<file path="config.mk">
export PLATFORM = sky130hd
export DESIGN_NAME = conv_sequencer
export DESIGN_NICKNAME = d
export VERILOG_FILES = /design/src/rtl/conv_sequencer.sv
export SDC_FILE = /design/constraint.sdc
export NUM_CORES = 1
export LEC_CHECK = 0
export CAP_MARGIN = 5
export CORE_MARGIN = 4
export CORE_UTILIZATION = 40
export DETAILED_ROUTE_END_ITERATION = 6
export GPL_TIMING_DRIVEN = 0
export SETUP_SLACK_MARGIN = 0.02
export SLEW_MARGIN = 20
export SYNTH_ARGS = -nofsm -noshare
export SYNTH_HDL_FRONTEND = slang
export SYNTH_SLANG_ARGS = --single-unit
</file>
<file path="constraint.sdc">
create_clock -name CLK -period 10.25 [get_ports CLK]
set_input_delay 1.025 -clock CLK [delete_from_list [all_inputs] [get_ports CLK]]
set_output_delay 1.025 -clock CLK [all_outputs]
set_load 0.02 [all_outputs]
</file>
<file path="src/rtl/conv_sequencer.sv">
// Instruction sequencer for the CNN accelerator: accepts repeatable instructions and drives
// neuron/kernel buffer addresses, bank selects and strobes, one step per EXEC cycle.
module conv_sequencer #(
  parameter int unsigned DEPTH     = 2,
  parameter int unsigned AB        = 11,
  parameter int unsigned AL        = 7,
  parameter int unsigned W         = 16,
  parameter int unsigned RPT_W     = 8,
  parameter int unsigned INS_WIDTH = 4 + 2 + 2 + RPT_W + W
) (
  input  logic                 CLK,
  input  logic                 RSTN,
  input  logic                 ins_valid,
  output logic                 ins_ready,
  input  logic [INS_WIDTH-1:0] instruction,
  output logic [AB-1:0]        n_read_addr,
  output logic [AB-1:0]        n_write_addr,
  output logic [AB-1:0]        k_addr,
  output logic [DEPTH-1:0]     n_bank_sel,
  output logic [DEPTH-1:0]     k_bank_sel,
  output logic                 n_load_en,
  output logic                 n_read_en,
  output logic                 n_write_en,
  output logic                 k_write_en,
  output logic [W-1:0]         wdata,
  output logic                 do_pooling,
  output logic                 busy,
  output logic                 err_illegal
);

  localparam logic [3:0] OpNop   = 4'd0;
  localparam logic [3:0] OpLoadC = 4'd1;
  localparam logic [3:0] OpLoadK = 4'd2;
  localparam logic [3:0] OpLoadN = 4'd3;
  localparam logic [3:0] OpReadN = 4'd4;
  localparam logic [3:0] OpConv  = 4'd5;
  localparam logic [3:0] OpPool  = 4'd6;

  typedef enum logic {StIdle, StExec} state_t;

  state_t                 state_q, state_d;
  logic [INS_WIDTH-1:0]   ins_q;
  logic [RPT_W-1:0]       cnt_q, cnt_d;
  logic [AB-1:0]          k_row_q, k_col_q, r_row_q, r_col_q, w_row_q, w_col_q;
  logic [AB-1:0]          k_row_d, k_col_d, r_row_d, r_col_d, w_row_d, w_col_d;
  logic [AB-1:0]          k_addr_d, r_addr_d, w_addr_d;
  logic [DEPTH-1:0]       k_bank_d, n_bank_d;
  logic [AL-1:0]          ks_q, ns_q, p_q, ps_q, ks_d, ns_d, p_d, ps_d;
  logic                   k_we_d, n_ld_d, n_rd_d, n_we_d, pool_d, err_d;
  logic [W-1:0]           wdata_d;
  logic [AB-1:0]          ks_e, ns_e, p_e, ps_e, rstep_pool;

  logic [3:0]       op, op_in;
  logic [1:0]       mode, sub;
  logic [W-1:0]     imm;
  logic [RPT_W-1:0] rpt_in;
  logic             accept, step, last;

  assign op     = ins_q[INS_WIDTH-1 -: 4];
  assign mode   = ins_q[INS_WIDTH-5 -: 2];
  assign sub    = ins_q[INS_WIDTH-7 -: 2];
  assign imm    = ins_q[W-1:0];
  assign op_in  = instruction[INS_WIDTH-1 -: 4];
  assign rpt_in = instruction[W +: RPT_W];

  assign ins_ready = (state_q == StIdle) || (cnt_q == '0);
  assign accept    = ins_valid && ins_ready;
  assign step      = (state_q == StExec);
  assign last      = (cnt_q == '0);
  assign busy      = (state_q == StExec);

  assign ks_e       = AB'(ks_q);
  assign ns_e       = AB'(ns_q);
  assign p_e        = AB'(p_q);
  assign ps_e       = AB'(ps_q);
  assign rstep_pool = ns_e * p_e;

  // Returns {row, col} after applying one mode step; INCR jumps rows at col == stp-1.
  function automatic logic [2*AB-1:0] move(input logic [1:0] m, input logic [AB-1:0] stp,
                                           input logic [AB-1:0] row, input logic [AB-1:0] col);
    logic [AB-1:0] r, c;
    r = row;
    c = col;
    case (m)
      2'b00: begin r = '0; c = '0; end
      2'b01: ;
      2'b10: begin
        if (stp != '0 && col == stp - AB'(1)) begin
          c = '0;
          r = row + AB'(1);
        end else begin
          c = col + AB'(1);
        end
      end
      default: begin c = '0; r = row + AB'(1); end
    endcase
    return {r, c};
  endfunction

  function automatic logic [DEPTH-1:0] bank_next(input logic [1:0] s, input logic [DEPTH-1:0] b);
    case (s)
      2'b00:   return '0;
      2'b10:   return b + DEPTH'(1);
      default: return b;
    endcase
  endfunction

  always_comb begin
    state_d  = state_q;
    cnt_d    = cnt_q;
    k_row_d  = k_row_q;
    k_col_d  = k_col_q;
    r_row_d  = r_row_q;
    r_col_d  = r_col_q;
    w_row_d  = w_row_q;
    w_col_d  = w_col_q;
    k_addr_d = k_addr;
    r_addr_d = n_read_addr;
    w_addr_d = n_write_addr;
    k_bank_d = k_bank_sel;
    n_bank_d = n_bank_sel;
    ks_d     = ks_q;
    ns_d     = ns_q;
    p_d      = p_q;
    ps_d     = ps_q;
    err_d    = err_illegal;
    wdata_d  = wdata;
    k_we_d   = 1'b0;
    n_ld_d   = 1'b0;
    n_rd_d   = 1'b0;
    n_we_d   = 1'b0;
    pool_d   = 1'b0;

    if (accept) begin
      state_d = StExec;
      // LOAD_CONST and illegal opcodes always take a single step.
      cnt_d   = (op_in == OpLoadC || op_in > OpPool) ? '0 : rpt_in;
    end else if (step && last) begin
      state_d = StIdle;
    end else if (step) begin
      cnt_d = cnt_q - RPT_W'(1);
    end

    if (step) begin
      case (op)
        OpNop: wdata_d = imm;
        OpLoadC: begin
          wdata_d = imm;
          case (sub)
            2'd0:    ks_d = imm[AL-1:0];
            2'd1:    ns_d = imm[AL-1:0];
            2'd2:    p_d  = imm[AL-1:0];
            default: ps_d = imm[AL-1:0];
          endcase
        end
        OpLoadK: begin
          wdata_d            = imm;
          {k_row_d, k_col_d} = move(mode, ks_e, k_row_q, k_col_q);
          k_bank_d           = bank_next(sub, k_bank_sel);
          k_addr_d           = k_row_d * ks_e + k_col_d;
          k_we_d             = 1'b1;
        end
        OpLoadN, OpReadN: begin
          wdata_d            = imm;
          {r_row_d, r_col_d} = move(mode, ns_e, r_row_q, r_col_q);
          n_bank_d           = bank_next(sub, n_bank_sel);
          r_addr_d           = r_row_d * ns_e + r_col_d;
          n_ld_d             = (op == OpLoadN);
          n_rd_d             = (op == OpReadN);
        end
        OpConv: begin
          wdata_d            = imm;
          {w_row_d, w_col_d} = move(mode, ns_e, w_row_q, w_col_q);
          w_addr_d           = w_row_d * ns_e + w_col_d;
          n_we_d             = 1'b1;
        end
        OpPool: begin
          wdata_d            = imm;
          {r_row_d, r_col_d} = move(mode, rstep_pool, r_row_q, r_col_q);
          {w_row_d, w_col_d} = move(mode, ps_e, w_row_q, w_col_q);
          r_addr_d           = r_row_d * rstep_pool + r_col_d;
          w_addr_d           = w_row_d * ps_e + w_col_d;
          pool_d             = 1'b1;
          n_we_d             = (sub == 2'b11);
        end
        default: err_d = 1'b1;
      endcase
    end
  end

  always_ff @(posedge CLK) begin
    if (!RSTN) begin
      state_q      <= StIdle;
      ins_q        <= '0;
      cnt_q        <= '0;
      k_row_q      <= '0;
      k_col_q      <= '0;
      r_row_q      <= '0;
      r_col_q      <= '0;
      w_row_q      <= '0;
      w_col_q      <= '0;
      k_addr       <= '0;
      n_read_addr  <= '0;
      n_write_addr <= '0;
      k_bank_sel   <= '0;
      n_bank_sel   <= '0;
      ks_q         <= '0;
      ns_q         <= '0;
      p_q          <= AL'(1);
      ps_q         <= '0;
      err_illegal  <= 1'b0;
      wdata        <= '0;
      k_write_en   <= 1'b0;
      n_load_en    <= 1'b0;
      n_read_en    <= 1'b0;
      n_write_en   <= 1'b0;
      do_pooling   <= 1'b0;
    end else begin
      state_q      <= state_d;
      if (accept) ins_q <= instruction;
      cnt_q        <= cnt_d;
      k_row_q      <= k_row_d;
      k_col_q      <= k_col_d;
      r_row_q      <= r_row_d;
      r_col_q      <= r_col_d;
      w_row_q      <= w_row_d;
      w_col_q      <= w_col_d;
      k_addr       <= k_addr_d;
      n_read_addr  <= r_addr_d;
      n_write_addr <= w_addr_d;
      k_bank_sel   <= k_bank_d;
      n_bank_sel   <= n_bank_d;
      ks_q         <= ks_d;
      ns_q         <= ns_d;
      p_q          <= p_d;
      ps_q         <= ps_d;
      err_illegal  <= err_d;
      wdata        <= wdata_d;
      k_write_en   <= k_we_d;
      n_load_en    <= n_ld_d;
      n_read_en    <= n_rd_d;
      n_write_en   <= n_we_d;
      do_pooling   <= pool_d;
    end
  end

endmodule

</file>
==> impl_metrics.toml <==
[status]
outcome = "finished clean"

[critical_path]
rr_worst_depth = 39
rrSetupSlack_ns = 0.0008
max_stage_delay_ns = 0.55
worst-path-max-fanout = 10
crit_top_cell = "fa_1"
critPathKind = "flop to flop"
cp-start-kind = "flop"
rr_startpoint = "ns_q[2]"
required_ns = 10.66
critPathCaptureType = "flop"
timing.rr.end = "n_read_addr[10]"
cp_slowest_cell = "or4_4"
cp-startpoint = "ns_q[2]"
arrival_ns = 10.66

[cts]
htreeDepth = 4
cts_sinks = 186
insertion_delay_ns = 0.50
cts_tree = "yes"
numCtsBuffers = 17
cts_max_path_buffers = 2
cts_root_buf = "clkbuf_16"
clk_pin_slew_worst_paths_ns = 0.09

[floorplan]
io_pins = 96
die_area_um2 = 58890
die_height_um = 242.7
fp-row-count = 85
start_util_pct = 40.69
core-area_um2 = 54130
die_x_um = 242.7

[route]
antenna_left = 0
firstDrtPassIters = 6
wl_um = 82320
drc = 0
drt_iter0_markers = 1922
wire_per_inst_um = 22.06
vias_per_cell = 5.679
vias = 21190

[min_path]
min_path_type = "flop to flop"
whs_endpoint = "ins_q[12]"
min_path_cells = 2
hp-start = "ins_q[12]"

[power_and_ir_drop]
power_density_nw_per_um2 = 69.84
p_leak_nw = 10.43
peakVddDrop_mv = 0.1361

[placed_design]
placed_area_um2 = 23980
gp_congestion = 0.9673
pre_cts_slack_ns = -2.275
portBuffers = 95
hpwl_um = 64000

[global_route]
globalRouteTotalUtil_pct = 27.33
grt_first_pass_wirelength_um = 124800
gr-total-overflow = 0
grt_max_degree = 24
first_global_vias = 20670
antenna_found_initial = 3

[yosys]
synth-seq-cells = 186
ys_warn_count = 0
synth.distinct_cells = 85
synth_fp_nets = 3239
synthCells = 2854
synth_edf_count = 0
syn_area_per_cell_um2 = 7.718
syn_area_um2 = 22030
ys.flop_type = "dfxtp_1"
yosysSeqAreaShare_pct = 16.90
synth-async-reset-ratio_pct = 0

[timing]
final.setup_skew_ns = 0.01303
drv_slew = 0
min_period_ns = 10.25
relSlewSlack_pct = 22.46
rsz0062_at_grt = "yes"
max_clock_freq_ghz = 0.09757
finalHoldViolations = 0
finalSetupViolCount = 0
timing.hold.ws_ns = 0.4596
setup_slack_ns = 0.0007931
fin_crit_sh_pct = 99.99
worst_slew_pin_slew_ns = 1.163

[job]
maxCapViolations = 0

[finish]
nets = 3407
drive_gt1_share_pct = 7.446
diodes = 0
area_delta_synth_final_pct = 16.16
final_area_um2 = 25590
final_util_pct = 47.27
-- synthesized netlist by cell type, types with 15 or more instances --
master / n / area share [%]
nand2_1: 469 / 8.0
and3_1: 37 / 1.1
ha_1: 145 / 8.2
nand3_1: 39 / 0.89
o21ai_0: 137 / 3.1
a311oi_1: 30 / 1.2
a21o_1: 36 / 1.2
nor2b_1: 28 / 0.80
xnor2_1: 99 / 3.9
clkbuf_1: 137 / 2.3
a211oi_1: 28 / 0.95
xor2_1: 35 / 1.4
fa_1: 205 / 19
o211ai_1: 15 / 0.51
inv_1: 309 / 5.3
or3_1: 21 / 0.60
nor2_1: 251 / 4.3
dfxtp_1: 186 / 17
a21oi_1: 169 / 3.8
xnor3_1: 15 / 1.5
and2_1: 121 / 3.4
nand2b_1: 36 / 1.0
mux2i_1: 34 / 1.5
nor3_1: 51 / 1.2
-- cell families (layout without fill, tap and decap cells) --
kind of cell	Yosys count	count (layout)	synth area share, %
compound gates	535	535	15.39
xor+xnor	152	152	7.185
fa+ha+maj	350	350	26.87
buf+inv	468	649	8.066
flops	186	186	16.90
mux	42	42	1.965
simple gates	1121	1121	23.62
-- how the worst max path moves through the flow --
| stage | cells past startpoint | to |
|---|---|---|
| floorplan | 38 | n_read_addr[10] |
| global placement | 40 | n_read_addr[10] |
| detailed placement | 40 | n_read_addr[10] |
| CTS | 44 | n_read_addr[10] |
| global route | 40 | n_read_addr[10] |
| finish | 39 | n_read_addr[10] |
-- flip-flops by register name, summed over array words and instances, names as in the netlist, 8 cells and up --
name          count
k_row_q          11
cnt_q             8
n_write_addr     11
wdata            16
r_row_q          11
n_read_addr      11
k_addr           11
w_row_q          11
k_col_q          11
w_col_q          11
r_col_q          11
ins_q            24
-- power breakdown --
group | total, W | switching (W) | internal, W | leakage [nW]
Sequential | 0.000768 | 0.0000256 | 0.000742 | 1.51
Combinational | 0.000274 | 0.000192 | 0.0000819 | 8.61
Clock | 0.000745 | 0.000400 | 0.000345 | 0.307
Total | 0.00179 | 0.000619 | 0.00117 | 10.4
-- critical path, delay by kind of cell, from the launching register on --
kind	cells	cell delay (ns)
AO/OA/AOI/OAI	9	1.86
XOR/XNOR	4	0.97
adder cells (fa/ha/maj)	11	4.54
buffers and inverters	7	0.78
flip-flops	1	0.37
AND/OR/NAND/NOR	8	1.64
-- per-layer routing --
| metal | GRT usage (%) | part of all wire [%] | vias to the layer above |
|---|---|---|---|
| met5 | 0 | 0.038 | - |
| met4 | 10.27 | 3.9 | 4 |
| met3 | 6.699 | 9.8 | 188 |
| met2 | 44.57 | 46 | 972 |
| met1 | 35.22 | 41 | 10290 |
| li1 | - | - | 9734 |
-- per-stage QoR --
| stage | setup TNS, ns | std cells | total power, W |
|---|---|---|---|
| 2_1_floorplan | 0 | 2854 | 0.0009216 |
| 3_3_place_gp | -6.468 | 3645 | 0.001041 |
| 3_5_place_dp | -6.946 | 3648 | 0.001046 |
| 4_1_cts | -0.09553 | 3723 | 0.001793 |
| 5_1_grt | -0.3397 | 3731 | 0.001842 |
| 6_report | 0 | 3731 | 0.001787 |
-- repair_timing --
action | 4_1_cts | 5_1_grt
hold buffers | 0 | 0
resized for setup | 92 | 31
setup buffers | 46 | 7
pin swaps | 29 | 21
endpoints found under the setup margin | 8 | 3
-- cell type report --
type                            count  area (µm²)
Fill cell                        5419       28550
Multi-Input combinational cell   2200       16950
Sequential cell                   186        3736
Timing Repair Buffer              153        1403
Inverter                          311        1167
Tap cell                          696       870.8
Buffer                            153       815.8
Clock buffer                       17       425.4
Clock inverter                     15       221.5
-- placed cells by master (no fill, tap or decap), types with 10 or more instances in the layout --
cell type / Yosys / routed
nand2_1: 469 / 468
inv_1: 309 / 306
nor2_1: 251 / 247
fa_1: 205 / 203
dfxtp_1: 186 / 180
a21oi_1: 169 / 164
ha_1: 145 / 134
o21ai_0: 137 / 132
clkbuf_1: 137 / 118
and2_1: 121 / 118
xnor2_1: 99 / 96
clkdlybuf4s50_1: 0 / 95
nor3_1: 51 / 48
buf_4: 0 / 48
nand3_1: 39 / 39
and3_1: 37 / 37
nand2b_1: 36 / 35
a21o_1: 36 / 35
mux2i_1: 34 / 34
xor2_1: 35 / 33
nor2b_1: 28 / 28
a311oi_1: 30 / 28
a211oi_1: 28 / 25
clkbuf_16: 0 / 24
or3_1: 21 / 21
o211ai_1: 15 / 15
xnor3_1: 15 / 14
nor4_1: 13 / 12
o21a_1: 12 / 12
buf_1: 14 / 11
a31oi_1: 13 / 11
buf_6: 2 / 10
or2_2: 10 / 10
(Power assumes the default switching activity.)
